===== src/rtl/mem.sv =====
`default_nettype none
// ============================================================================
//  Module   : mem
//  Purpose  : Memory-access pipeline stage between EX and WB. Holds one
//             instruction, performs at most one data-memory load/store over a
//             req/ack port, aligns and extends load data and registers the
//             WB bus. EX is stalled while an access is outstanding.
//  Revision : 1.0  initial release
// ============================================================================
module mem (
  input  logic          clk_i,
  input  logic          rst_i,
  input  logic          ex_valid_i,
  input  logic [106:0]  ex2mem_bus_ri,
  output logic          mem_allowin_o,
  output logic          dm_req_o,
  output logic          dm_we_o,
  output logic [31:0]   dm_addr_o,
  output logic [3:0]    dm_wstrb_o,
  output logic [31:0]   dm_wdata_o,
  input  logic [31:0]   dm_rdata_i,
  input  logic          dm_ack_i,
  output logic          mem_valid_o,
  output logic [69:0]   mem2wb_bus_ro,
  output logic [4:0]    mem_wdest_o,
  output logic          misalign_o
);

  typedef enum logic [1:0] {
    S_IDLE = 2'd0,
    S_RUN  = 2'd1,
    S_WAIT = 2'd2
  } state_t;

  state_t        state_q, state_d;
  logic [106:0]  inst_q, inst_d;
  logic [69:0]   out_bus_q, out_bus_d;
  logic          out_valid_q, out_valid_d;
  logic          misalign_q, misalign_d;

  // Fields of the held instruction
  logic [2:0]  ls_type;
  logic        is_load, is_store, wen;
  logic [31:0] store_data, alu_result, pc;
  logic [4:0]  wdest;

  assign ls_type    = inst_q[106:104];
  assign is_load    = inst_q[103];
  assign is_store   = inst_q[102];
  assign store_data = inst_q[101:70];
  assign wdest      = inst_q[69:65];
  assign wen        = inst_q[64];
  assign alu_result = inst_q[63:32];
  assign pc         = inst_q[31:0];

  logic        busy, mem_op, misaligned, finish, capture;
  logic [31:0] byte_shift;
  logic [15:0] half_sel;
  logic [31:0] load_val, result;

  // Access classification, handshake and stall control
  always_comb begin
    busy       = (state_q == S_RUN) || (state_q == S_WAIT);
    mem_op     = is_load || is_store;
    misaligned = busy && mem_op &&
                 (((ls_type[1:0] == 2'b01) && alu_result[0]) ||
                  ((ls_type[1:0] == 2'b10) && (alu_result[1:0] != 2'b00)));
    finish     = 1'b0;
    if (state_q == S_RUN)
      finish = !mem_op || misaligned || dm_ack_i;
    else if (state_q == S_WAIT)
      finish = dm_ack_i;
    mem_allowin_o = (state_q == S_IDLE) || finish;
    capture       = ex_valid_i && mem_allowin_o;
    dm_req_o      = busy && mem_op && !misaligned;
    mem_wdest_o   = (busy && wen) ? wdest : 5'd0;
  end

  // Request address, store strobes and lane-replicated store data
  always_comb begin
    dm_we_o    = is_store;
    dm_addr_o  = {alu_result[31:2], 2'b00};
    dm_wstrb_o = 4'b0000;
    dm_wdata_o = 32'd0;
    if (is_store) begin
      case (ls_type[1:0])
        2'b00: begin
          dm_wstrb_o = 4'b0001 << alu_result[1:0];
          dm_wdata_o = {4{store_data[7:0]}};
        end
        2'b01: begin
          dm_wstrb_o = alu_result[1] ? 4'b1100 : 4'b0011;
          dm_wdata_o = {2{store_data[15:0]}};
        end
        default: begin
          dm_wstrb_o = 4'b1111;
          dm_wdata_o = store_data;
        end
      endcase
    end
  end

  // Load lane selection and sign/zero extension; ls_type[2] selects unsigned
  always_comb begin
    byte_shift = dm_rdata_i >> {alu_result[1:0], 3'b000};
    half_sel   = alu_result[1] ? dm_rdata_i[31:16] : dm_rdata_i[15:0];
    case (ls_type[1:0])
      2'b00:   load_val = ls_type[2] ? {24'd0, byte_shift[7:0]}
                                     : {{24{byte_shift[7]}}, byte_shift[7:0]};
      2'b01:   load_val = ls_type[2] ? {16'd0, half_sel}
                                     : {{16{half_sel[15]}}, half_sel};
      default: load_val = dm_rdata_i;
    endcase
    // A dropped misaligned load never read memory, so forward the address
    // instead of undefined read data.
    result = (is_load && !misaligned) ? load_val : alu_result;
  end

  // Next-state, instruction capture and output register loading
  always_comb begin
    state_d     = state_q;
    inst_d      = inst_q;
    out_bus_d   = out_bus_q;
    out_valid_d = 1'b0;
    misalign_d  = 1'b0;
    case (state_q)
      S_IDLE:  state_d = capture ? S_RUN : S_IDLE;
      S_RUN,
      S_WAIT:  state_d = finish ? (capture ? S_RUN : S_IDLE) : S_WAIT;
      default: state_d = S_IDLE;
    endcase
    if (capture)
      inst_d = ex2mem_bus_ri;
    if (finish) begin
      out_bus_d   = {wdest, wen && !misaligned, result, pc};
      out_valid_d = 1'b1;
      misalign_d  = misaligned;
    end
  end

  // State and output registers with synchronous active-low reset
  always_ff @(posedge clk_i) begin
    if (!rst_i) begin
      state_q     <= S_IDLE;
      inst_q      <= '0;
      out_bus_q   <= '0;
      out_valid_q <= 1'b0;
      misalign_q  <= 1'b0;
    end else begin
      state_q     <= state_d;
      inst_q      <= inst_d;
      out_bus_q   <= out_bus_d;
      out_valid_q <= out_valid_d;
      misalign_q  <= misalign_d;
    end
  end

  assign mem_valid_o   = out_valid_q;
  assign mem2wb_bus_ro = out_bus_q;
  assign misalign_o    = misalign_q;

endmodule
`default_nettype wire


===== config.mk =====
export PLATFORM = sky130hd
export DESIGN_NAME = mem
export DESIGN_NICKNAME = d
export VERILOG_FILES = /design/src/rtl/mem.sv
export SDC_FILE = /design/constraint.sdc
export NUM_CORES = 1
export LEC_CHECK = 0
export ABC_CLOCK_PERIOD_IN_PS = 2430
export BUFFER_PORTS_ARGS = -buffer_cell sky130_fd_sc_hd__buf_4
export CAP_MARGIN = 10
export CORE_MARGIN = 8
export CORE_UTILIZATION = 45
export DETAILED_ROUTE_END_ITERATION = 7
export HOLD_SLACK_MARGIN = 0.15
export PLACE_DENSITY = 0.73
export SLEW_MARGIN = 10
export SYNTH_ARGS = -nofsm -noshare
export SYNTH_HDL_FRONTEND = slang
export SYNTH_SLANG_ARGS = --single-unit

===== constraint.sdc =====
create_clock -name clk_i -period 2.43 [get_ports clk_i]
set_input_delay 0.486 -clock clk_i [delete_from_list [all_inputs] [get_ports clk_i]]
set_output_delay 0.486 -clock clk_i [all_outputs]
set_load 0.02 [all_outputs]

Yosys cells after proc, flatten, opt, wreduce, memory -nomap -nowiden
Index checks and enable logic that the tools add are counted.
{ "totals": {"regBits": 181, "input_bits": 143, "out_inout_bits": 148} }
{ "op_classes": {"n_eq_ne": 4, "shift": 2, "n_mux": 17, "n_reduce_logical": 22} }
{ "op_table": {"columns": ["cell", "count"], "rows": [
  ["$mux W32", 4],
  ["$pmux W32 S2", 2],
  ["$shr A32 B5 Y8", 1],
  ["$mux W16", 1],
  ["$logic_and A1 B1 Y1", 9],
  ["$mux W4", 2],
  ["$pmux W4 S2", 1],
  ["$logic_or A1 B1 Y1", 6],
  ["$mux W5", 1],
  ["$eq A2 B1 Y1 const B", 2],
  ["$eq A2 B2 Y1 const B", 2],
  ["$logic_not A2 Y1", 2],
  ["$mux W1", 4],
  ["$pmux W2 S2", 1],
  ["$shl A1 B2 Y4 const A", 1],
  ["$logic_not A1 Y1", 2],
  ["$mux W2", 1],
  ["$reduce_and A2 Y1", 1],
  ["$reduce_bool A2 Y1", 1],
  ["$reduce_or A2 Y1", 1]
]} }

Depth between registers and ports, before layout
{ "depth": {"ltp_word": 12, "depth_mapped": 10, "ltp_nobuf": 7} }

Least setup slack after synthesis
No wires, ideal clock.
{ "synth_timing": {"path_type": "flip-flop to output port", "startpoint": "reg inst_q[105]", "endpoint": "out dm_wdata_o[20]", "arrival_ns": 1.525, "t_required_ns": 1.944, "setup_slack_ns": 0.419, "stages_incl_launch_ff": 5, "path_buffers": 2, "cell_sequence": "dfxtp_1 > buf_1 > buf_1 > mux2i_1 > nor2b_1"} }
{ "synth_via": {"elab_chain_cells": 3} }
{ "synth_rtl": {"columns": ["element", "line", "source"], "rows": [
  ["start: declaration", "36", "logic [106:0] inst_q, inst_d;"],
  ["start signal: assignment", "151", "inst_q <= inst_d;"],
  ["$eq A2 B1 Y1 / $logic_not A2 Y1 (equally long branches)", "86", "case (ls_type[1:0])"],
  ["$pmux W32 S2 (*)", "86", null],
  ["$mux W32 (*)", "85", "if (is_store) begin"],
  ["end: declaration", "20", "output logic [31:0] dm_wdata_o,"]
]} }
Mark *: on every way between the ends. The rest lies on a longest branch, timed or not.

Worst setup path in the final report
{ "layout_timing": {"startpoint": "reg state_q[0]", "endpoint": "out mem_allowin_o"} }
{ "layout_via": {"elab_chain_cells": 8} }
{ "layout_rtl": {"columns": ["element", "line", "source"], "rows": [
  ["start: declaration", "35", "state_t state_q, state_d;"],
  ["start signal: assignment", "150", "state_q <= state_d;"],
  ["$eq A2 B1 Y1 / $eq A2 B2 Y1 (equally long branches)", "63, 69, 71", null],
  ["$logic_or A1 B1 Y1", "63", "busy = (state_q == S_RUN) || (state_q == S_WAIT);"],
  ["$logic_and A1 B1 Y1 (2 in series)", "65", "misaligned = busy && mem_op &&"],
  ["$logic_or A1 B1 Y1 (2 in series)", "70", "finish = !mem_op || misaligned || dm_ack_i;"],
  ["$mux W1", "69", "if (state_q == S_RUN)"],
  ["$logic_or A1 B1 Y1 (*)", "73", "mem_allowin_o = (state_q == S_IDLE) || finish;"],
  ["end: declaration", "15", "output logic mem_allowin_o,"]
]} }
Marks and branches as above.

==> impl_metrics.csv <==
group,metric,value,unit
status,outcome,"complete, no violations",
pwr,seqPwrFrac,0.413,
critical_path,critPathKind,"reg -> out",
cts,cts_tree,"yes",
routing,vias,7335,
timing,fmax,429,MHz
final_layout,area_growth,33.2,%
final_layout,diodes,0,
final_layout,regArea,3630,um2
synth,synth_edf_count,0,
timing,period_share,0.960,
cts,worstSkewPairLatency,0.43,ns
synth,ys_seq_area_frac,0.430,
pwr,p_int,5.60,mW
synth,synth.most_common_cell,"nand2_1",
floorplan,fp.dieW,153,um
min_path,min_path_cells,3,
pwr,powerDensity,747,nW/um2
synth,synth_common_cells,"nand2_1, dfxtp_1, mux2i_1",
timing,worst_pin_slew,0.783,ns
critical_path,critical_path_depth,7,
place,hpwl,18800,um
synth,yosys-top-cells-area,"dfxtp_1, mux2i_1, nand2_1",
floorplan,fp.dieH,153,um
synth,syn_inst,929,
critical_path,slowest_delay,0.34,ns
floorplan,start_util,0.455,
routing,drc_errors,0,
timing,slew_violations,0,
critical_path,cp-end-kind,"primary output",
routing,detailedRoute.firstPassIterationCount,5,
synth,ys_types,53,
pwr,irDropWorstVdd,516,uV
routing,vias_per_cell,5.24,
critical_path,start_kind,"flip-flop",
critical_path,path_cells,"inv_1, ha_1, a21o_1, nand2_2, o21ai_4, or2_2, buf_4",
timing,fin_skew,0.0159,ns
final_layout,fillers,1647,
routing,post_drt_wl_per_cell,18.5,um
global_routing,antenna_found_initial,0,
pwr,switching_share,0.332,
place,routabilityCongestion,0.855,
routing,ant_nets,0,
place,io_buffers,288,
timing,relSlewSlack,0.478,
global_routing,grt-ovfl-total,0,
critical_path,cp_data_arrival_time,1.85,ns
final_layout,fin_nets,1299,
final_layout,postLayoutCoreUtil,0.606,
timing,rsz0062_at_grt,"false",
floorplan,io_pins,291,
run,cap_viol_max_count,0,
pwr,power.switching,2.78,mW
synth,synth_area_per_cell,9.07,um2
synth,async_reset_ff_frac,0,
synth,ys.flop_type,"dfxtp_1",
cts,clockBufferDepth,2,
synth,synth_top_area_frac,0.430,
cts,hold_buffers,0,
floorplan,rows,50,
timing,finalHoldViolations,0,
global_routing,grtUsageTotal,0.215,
global_routing,grt_max_degree,129,
cts,htree_levels,4,
cts,cts.sinks,181,
synth,ys_warn_count,0,
pwr,p_comb_frac,0.248,
critical_path,cp.required,1.94,ns
global_routing,grt_pass1_wl,40700,um
critical_path,slowest_stage,"dfxtp_2",
floorplan,die-area,23300,um2
critical_path,cp_max_fo,5,
critical_path,rr_worst_depth,7,
synth,synth-seq-cells,181,
cts,numCtsBuffers,17,
timing,fin_crit,2.33,ns
cts,root_buffer,"clkbuf_16",
pwr,p_leak,5.11,nW
floorplan,core_area,18500,um2
synth,synth_largest_area_cell,"dfxtp_1",
global_routing,grt_pass1_vias,7242,
synth,syn_area,8420,um2
pwr,total_power,8.38,mW
min_path,hp-class,"in -> reg",
cts,clk_pin_slew,0.08,ns
final_layout,drive_gt1_frac,0.320,
pwr,power.share.clock,0.339,
timing,final.setup.tns,0,ns
critical_path,cp_num_buf_inv,2,
critical_path,critPathTopFamily,"simple AND/OR/NAND/NOR gates",
timing,setup-violations-final,0,
final_layout,multiInputGateArea,4220,um2
routing,drt_wl_total,25800,um
routing,drt_iter0_drc,398,
==> kinds of logic (layout without fill, tap and decap cells) <==
group / count (synthesis) / after routing / share of synthesized area
flops: 181 / 181 / 0.430
compound gates: 189 / 189 / 0.179
mux: 133 / 133 / 0.160
simple gates: 305 / 305 / 0.148
fa+ha+maj: 4 / 4 / 0.00594
other cells: 1 / 2 / 0.000445
buf+inv: 116 / 351 / 0.0761
==> stage by stage <==
stage	cell area [um2]	setup slack, ns	hold slack (ns)	cells
after floorplan	8430	0.419	0.434	930
after global routing	11200	0.00519	0.285	1399
after CTS	11200	0.0155	0.278	1397
final	11200	0.0965	0.299	1399
after global placement	10500	0.260	0.441	1365
after detailed placement	10500	0.176	0.447	1365
==> worst paths after layout <==
check,slack [ns],end,start
max reg2reg,0.33,mem2wb_bus_ro[38],inst_q[105]
min reg2reg,0.45,inst_q[10],inst_q[10]
max,0.1,mem_allowin_o,state_q[0]
min,0.30,inst_q[73],ex2mem_bus_ri[73]
==> registers in the layout, summed over array words and instances, names as in the netlist <==
signal and flops:
inst_q 107, mem2wb_bus_ro 70, state_q 2, mem_valid_o 1
misalign_o 1
==> power groups by stage <==
stage | Combinational (mW) | Sequential [mW] | Clock [mW]
6_report | 2.08 | 3.46 | 2.84
5_1_grt | 2.23 | 3.50 | 3.03
4_1_cts | 2.06 | 3.46 | 2.91
3_5_place_dp | 2.05 | 3.52 | 0
3_3_place_gp | 2.03 | 3.52 | 0
2_1_floorplan | 1.30 | 3.55 | 0
==> per-layer routing <==
layer / track usage / share of wire
met1: 0.265 / 0.44
met2: 0.353 / 0.48
met3: 0.0683 / 0.068
met4: 0.0674 / 0.019
met5: 0 / 0
==> tightest hold or removal path, cell delays in order <==
cell and delay [ns]:
buf_4 0.11, nand2_1 0.04, mux2i_1 0.05
==> area by class of cell <==
type	instances	share of cell area
multi-input cells	633	0.376
inverters	7	0.00268
clock inverters	15	0.0180
clock buffers	17	0.0379
well taps	234	0.0261
flip-flops and latches	181	0.324
repair buffers	312	0.216
==> placed cells by master, fill, tap and decap left out, types with 7 or more instances in the layout <==
| cell | netlist | layout |
|---|---|---|
| mux2i_1 | 127 | 127 |
| nand2_1 | 259 | 256 |
| o211a_1 | 8 | 8 |
| clkbuf_16 | 0 | 17 |
| and2_1 | 12 | 12 |
| nor2b_1 | 13 | 11 |
| buf_4 | 41 | 305 |
| a22o_1 | 56 | 56 |
| o21a_1 | 15 | 13 |
| o21ai_0 | 22 | 21 |
| dfxtp_1 | 181 | 176 |
| a21boi_0 | 19 | 19 |
| a22oi_1 | 7 | 7 |
| o2bb2ai_1 | 18 | 18 |
==> repair_timing <==
action	in CTS	in global routing
buffers inserted	0	2
setup endpoints to repair	10	14
resized for setup	7	8
pin swaps	0	1
Note: power is estimated with default switching activity, not from simulation.
